<file path="src/rtl/rgb_pwm_driver.sv">
// Three-channel 8-bit PWM LED driver with double-buffered colour updates applied
// only at period boundaries, plus a run/drain controller for clean stops.
module rgb_pwm_driver #(
   parameter int PRESCALE = 4
) (
   input  logic        clk,
   input  logic        rst,
   input  logic        enable,
   input  logic [23:0] rgb,
   input  logic        rgb_valid,
   output logic        led_r,
   output logic        led_g,
   output logic        led_b,
   output logic        period_done,
   output logic        update_pending
);

   localparam int                PRE_W   = (PRESCALE > 1) ? $clog2(PRESCALE) : 1;
   localparam logic [PRE_W-1:0]  PRE_MAX = PRE_W'(PRESCALE - 1);

   typedef enum logic [1:0] {
      IDLE  = 2'd0,
      RUN   = 2'd1,
      DRAIN = 2'd2
   } state_e;

   state_e             state_q, state_d;
   logic [PRE_W-1:0]   pre_q, pre_d;
   logic [7:0]         cnt_q, cnt_d;
   logic [23:0]        pend_q, pend_d;
   logic [23:0]        act_q, act_d;
   logic               flag_q, flag_d;
   logic               pd_q;

   logic               running;
   logic               tick;
   logic               wrap;
   logic               load;

   assign running = (state_q != IDLE);
   assign tick    = running && (pre_q == PRE_MAX);
   assign wrap    = tick && (cnt_q == 8'hFF);

   // Re-enabling during DRAIN takes priority over the wrap so counting never breaks.
   always_comb begin
      // NOTE: every comb output gets a default first so no path can infer a latch.
      state_d = state_q;
      load    = 1'b0;
      unique case (state_q)
         IDLE: begin
            if (enable) begin
               state_d = RUN;
               load    = 1'b1;
            end
         end
         RUN: begin
            if (!enable) state_d = DRAIN;
         end
         DRAIN: begin
            if (enable)    state_d = RUN;
            else if (wrap) state_d = IDLE;
         end
         default: state_d = IDLE;
      endcase
      if (wrap) load = 1'b1;
   end

   always_comb begin
      pre_d = pre_q;
      cnt_d = cnt_q;
      if (!running) begin
         pre_d = '0;
         cnt_d = '0;
      end else if (tick) begin
         pre_d = '0;
         cnt_d = cnt_q + 8'd1;
      end else begin
         pre_d = pre_q + 1'b1;
      end
   end

   // A strobe coinciding with a load lands in pending after the old value moves out.
   always_comb begin
      pend_d = pend_q;
      act_d  = act_q;
      flag_d = flag_q;
      if (load && flag_q) begin
         act_d  = pend_q;
         flag_d = 1'b0;
      end
      if (rgb_valid) begin
         pend_d = rgb;
         flag_d = 1'b1;
      end
   end

   // NOTE: sequential state uses non-blocking assignments so all registers update together.
   always_ff @(posedge clk or posedge rst) begin
      if (rst) begin
         state_q <= IDLE;
         pre_q   <= '0;
         cnt_q   <= '0;
         pend_q  <= '0;
         act_q   <= '0;
         flag_q  <= 1'b0;
         pd_q    <= 1'b0;
      end else begin
         state_q <= state_d;
         pre_q   <= pre_d;
         cnt_q   <= cnt_d;
         pend_q  <= pend_d;
         act_q   <= act_d;
         flag_q  <= flag_d;
         pd_q    <= wrap;
      end
   end

   assign led_r          = running && (cnt_q < act_q[23:16]);
   assign led_g          = running && (cnt_q < act_q[15:8]);
   assign led_b          = running && (cnt_q < act_q[7:0]);
   assign period_done    = pd_q;
   assign update_pending = flag_q;

endmodule

</file>
<file path="config.mk">
export PLATFORM = sky130hd
export DESIGN_NAME = rgb_pwm_driver
export DESIGN_NICKNAME = d
export VERILOG_FILES = /design/src/rtl/rgb_pwm_driver.sv
export SDC_FILE = /design/constraint.sdc
export NUM_CORES = 1
export LEC_CHECK = 0
export BUFFER_PORTS_ARGS = -buffer_cell sky130_fd_sc_hd__buf_2
export CORE_ASPECT_RATIO = 0.5
export CORE_MARGIN = 2
export CORE_UTILIZATION = 40
export DETAILED_ROUTE_END_ITERATION = 16
export GPL_ROUTABILITY_DRIVEN = 0
export PLACE_DENSITY = 0.64
export SETUP_SLACK_MARGIN = 0.2
export SLEW_MARGIN = 10
export SYNTH_ARGS = -nofsm -noshare
export SYNTH_HDL_FRONTEND = slang
export SYNTH_SLANG_ARGS = --single-unit
</file>
<file path="constraint.sdc">
create_clock -name clk -period 5.46 [get_ports clk]
set_input_delay 1.092 -clock clk [delete_from_list [all_inputs] [get_ports clk]]
set_output_delay 1.092 -clock clk [all_outputs]
set_load 0.02 [all_outputs]
</file>
* After elaboration in Yosys (flattened, before gate mapping)
Cells that the tools add are included.
Word-level totals: flip-flop bits (word level) 62, bits in latches 0, memory bits (writable) 0, ROM bits 0, memories 0
Cells by class: $add $sub $neg 2, multiply operators 0, div/mod/pow operators 0, order comparisons 3, eq/ne operators 8, shifts and indexed selects 0, muxes and demuxes 14, bitwise operators 0, reduce and logical (&&, ||, !) cells 10
Operator list (number):
- $lt 8x8->1 | 3
- $mux 8 | 2
- $mux 2 | 6
- $add 8x1->8 const B | 1
- $eq 8x8->1 const B | 1
- $logic_and 1x1->1 | 6
- $pmux 2 s3 | 1
- $mux 1 | 5
- $eq 2x2->1 const B | 2
- $ne 2x2->1 const B | 2
- $reduce_bool 2->1 | 2
- $ne 3x3->1 const B | 1
- $reduce_and 3->1 | 1
- $add 2x1->2 const B | 1
- $eq 2x1->1 const B | 1
- $logic_not 2->1 | 1
- $ne 2x1->1 const B | 1

* Depth between registers and ports, before layout
depth after elaboration 7, depth in mapped cells 8, depth with buffers taken out 5

* Worst setup path before layout
Ideal clock, no wire load.
path kind reg2out, start point register cnt_q[6], end point output port led_r, arrival time 1.573 ns, data required time 4.368 ns, slack 2.795 ns, stages on the path, launching flop included 5, path buffers 0, cells stage by stage dfrtp_1 > ha_1 > a21o_1 > a2111oi_0 > o31a_1
On the way: word-level cells in the longest chain between the ends 2
Ends and longest elaborated chain:
- start: declaration | line 29 | logic [7:0] cnt_q, cnt_d;
- start signal: assignment | line 110 | cnt_q <= cnt_d;
- $lt 8x8->1 | line 118 | assign led_r = running && (cnt_q < act_q[23:16]);
- $logic_and 1x1->1 | line 118
- end: declaration | line 11 | output logic led_r,
No other way between the ends.

* Worst setup path in the final report
Ends and elaborated chain as after synthesis.

==> results.ini <==
[run]
cap_viol_max_count=0

[routing]
antenna_left=0
wl_per_cell_um=16.1
drt_iter0_drc=245
drt-vias-per-instance=5.54
drt_wl_total_um=8640
drc=0
vias=2980
firstDrtPassIters=4

[clock_network]
cts_max_level=3
cts_max_path_buffers=2
cts_setup_buffers=0
clkLatencyLatePin_ns=0.33
cts_sinks=62
cts_hold_buf=0
cts_tree=done
ctsResizeCount=0
cts_root_buffer=clkbuf_16
clkTransAtPathRegs_ns=0.05
cts_buffers=9

[layout]
num_antenna_cells=0
nets=450
drive_gt1_share_pct=24.8
layout.cells.non_filler=538
fin_util_pct=46.0
final_area_mm2=0.00435
area_delta_synth_final_pct=11.5

[global_routing]
antenna_found_initial=0
grt_pass1_wl_um=14600
grt_use_total_pct=17.9
grt_pass1_vias=2855
grt_max_degree=63
grt_overflow=0

[run_status]
outcome=finished clean

[synth]
synth_simple_gate_area_share_pct=20.6
syn_area_per_cell_um2=10.2
synth_cells=381
synth_xor_area_share_pct=0.899
ys_seq_area_share_pct=39.8
synthAdderAreaFrac_pct=7.39
syn-cell-area_mm2=0.00390
muxShareOfSynthArea_pct=7.19
yosys_warnings=0
synth_nets=432
synth-seq-cells=62
synth_compound_area_share_pct=17.1
ys_types=42
synth_top_family_by_area=simple AND/OR/NAND/NOR gates

[placed_design]
port-buffer-count=32
place_inst=523
dpl_cell_area_mm2=0.00408
hpwl_um=5450
dpl_worst_slack_ns=2.53

[floorplan]
die_height_um=73.8
die_w_um=144
ios=33
start_util_pct=41.2
die_area_mm2=0.0106
rows=25
core-area_mm2=0.00945

[setup_path]
arrival_ns=2.12
regToRegStartpoint=pre_q[0]$_DFF_PP0_
cp.required_ns=4.37
critical_path_class=flip-flop to output pin
startpoint=cnt_q[6]$_DFFE_PP0P_
end_kind=output pin
worstSetupStartpointType=flip-flop
worstPathMaxFanout=7

[timing]
rsz0062_at_grt=no
worst_pin_slew_ns=0.958
slew_headroom_pct=36.2
period_minus_slack_ns=3.21
fmax_mhz=311
setup_ws_ns=2.25
setup_viol=0
final_max_slew_viol_count=0
clock_skew_ns=0.00454
tns_ns=0
fin_crit_sh_pct=58.9
hold_viol_final=0
timing.hold.ws_ns=0.440

[power]
ir_worst_vdd_mv=0.174
leakage_nw=2.03
pwr_density_cell_mw_per_mm2=333
power_mw=1.45

[min_path]
hp-class=flip-flop to flip-flop
min_from=pre_q[0]$_DFF_PP0_

[synthesized netlist by cell type, drive strengths merged]
cell type | number | area (µm²)
dfrtp | 62 | 1550
nand4 | 30 | 188
nand2 | 27 | 101
inv | 24 | 90.1
mux2 | 24 | 270
ha | 23 | 288
nand2b | 21 | 131
o21ai | 21 | 105
nor2b | 19 | 119
and3 | 18 | 113
o2111ai | 18 | 245
clkbuf | 17 | 63.8
buf | 12 | 118
nor2 | 9 | 33.8
a2111oi | 6 | 65.1
a22oi | 6 | 45.0
o211ai | 6 | 75.1
and4 | 5 | 46.3
a21oi | 4 | 20.0
o21a | 4 | 30.0
a21o | 3 | 22.5
o31a | 3 | 26.3
or3 | 3 | 18.8
xor2 | 3 | 26.3
nand3 | 2 | 10.0
a211o | 1 | 8.76
a21boi | 1 | 7.51
a31o | 1 | 8.76
and2 | 1 | 8.76
and4bb | 1 | 12.5
mux2i | 1 | 10.0
nand3b | 1 | 7.51
nor3 | 1 | 5.00
o31ai | 1 | 7.51
or3b | 1 | 8.76
xnor2 | 1 | 8.76
[power breakdown]
part,internal [mW],switching [mW]
logic,0.155,0.163
clock network,0.329,0.190
registers,0.539,0.0741
total,1.02,0.427
[state kept, by name, indices dropped and copies added, names as in the netlist]
name,flops
pend_q,24
period_done,1
pre_q,2
cnt_q,8
update_pending,1
act_q,24
state_q,2
[cell families (layout without fill, tap and decap cells)]
logic type / Yosys count / after routing
XOR/XNOR: 4 / 4
flip-flops: 62 / 62
AND/OR/NAND/NOR: 139 / 139
multiplexers: 25 / 25
buffers and inverters: 53 / 75
AO/OA/AOI/OAI: 75 / 75
adder cells (fa/ha/maj): 23 / 23
[critical path, cell delays in order, from the launching register on]
cell	delay (ns)
dfrtp_1	0.48
ha_1	0.36
a21o_1	0.19
a2111oi_0	0.40
o31a_1	0.20
buf_2	0.16
[metal layers]
layer	up-vias	GRT usage, %	wire [µm]
met1	1465	24.9	4220
met2	76	27.2	3920
met4	0	6.54	86
met5	-	0	0
li1	1433	-	-
met3	6	4.56	416
[cell usage in the layout, fill, tap and decap left out, types with 19 or more instances in the layout]
| master | instances |
|---|---|
| buf_2 | 32 |
| dfrtp_1 | 62 |
| ha_1 | 23 |
| inv_1 | 23 |
| mux2_2 | 24 |
| nand2_1 | 27 |
| nand2b_1 | 21 |
| nand4_1 | 30 |
| nor2b_1 | 19 |
| o21ai_0 | 21 |
[final timing paths]
| path | cells after the start | slack, ns | end |
|---|---|---|---|
| worst max-delay path | 5 | 2.25 | led_r |
| worst max register to register | 4 | 3.41 | act_q[15]$_DFFE_PP0P_ |
| min in group asynchronous | 3 | 0.98 | cnt_q[6]$_DFFE_PP0P_ |
| worst min-delay path | 1 | 0.44 | pre_q[0]$_DFF_PP0_ |
| worst min register to register | 1 | 0.44 | pre_q[0]$_DFF_PP0_ |
| max in group asynchronous | 3 | 3.92 | act_q[1]$_DFFE_PP0P_ |
[final cells by class]
class,count,area [µm²]
Multi-Input combinational cell,266,2080
Clock buffer,14,264
Timing Repair Buffer,36,190
Inverter,24,90.1
Fill cell,945,5100
Clock inverter,1,5.00
Tap cell,135,169
Sequential cell,62,1550
No activity file was read; power rests on OpenSTA's default activity.
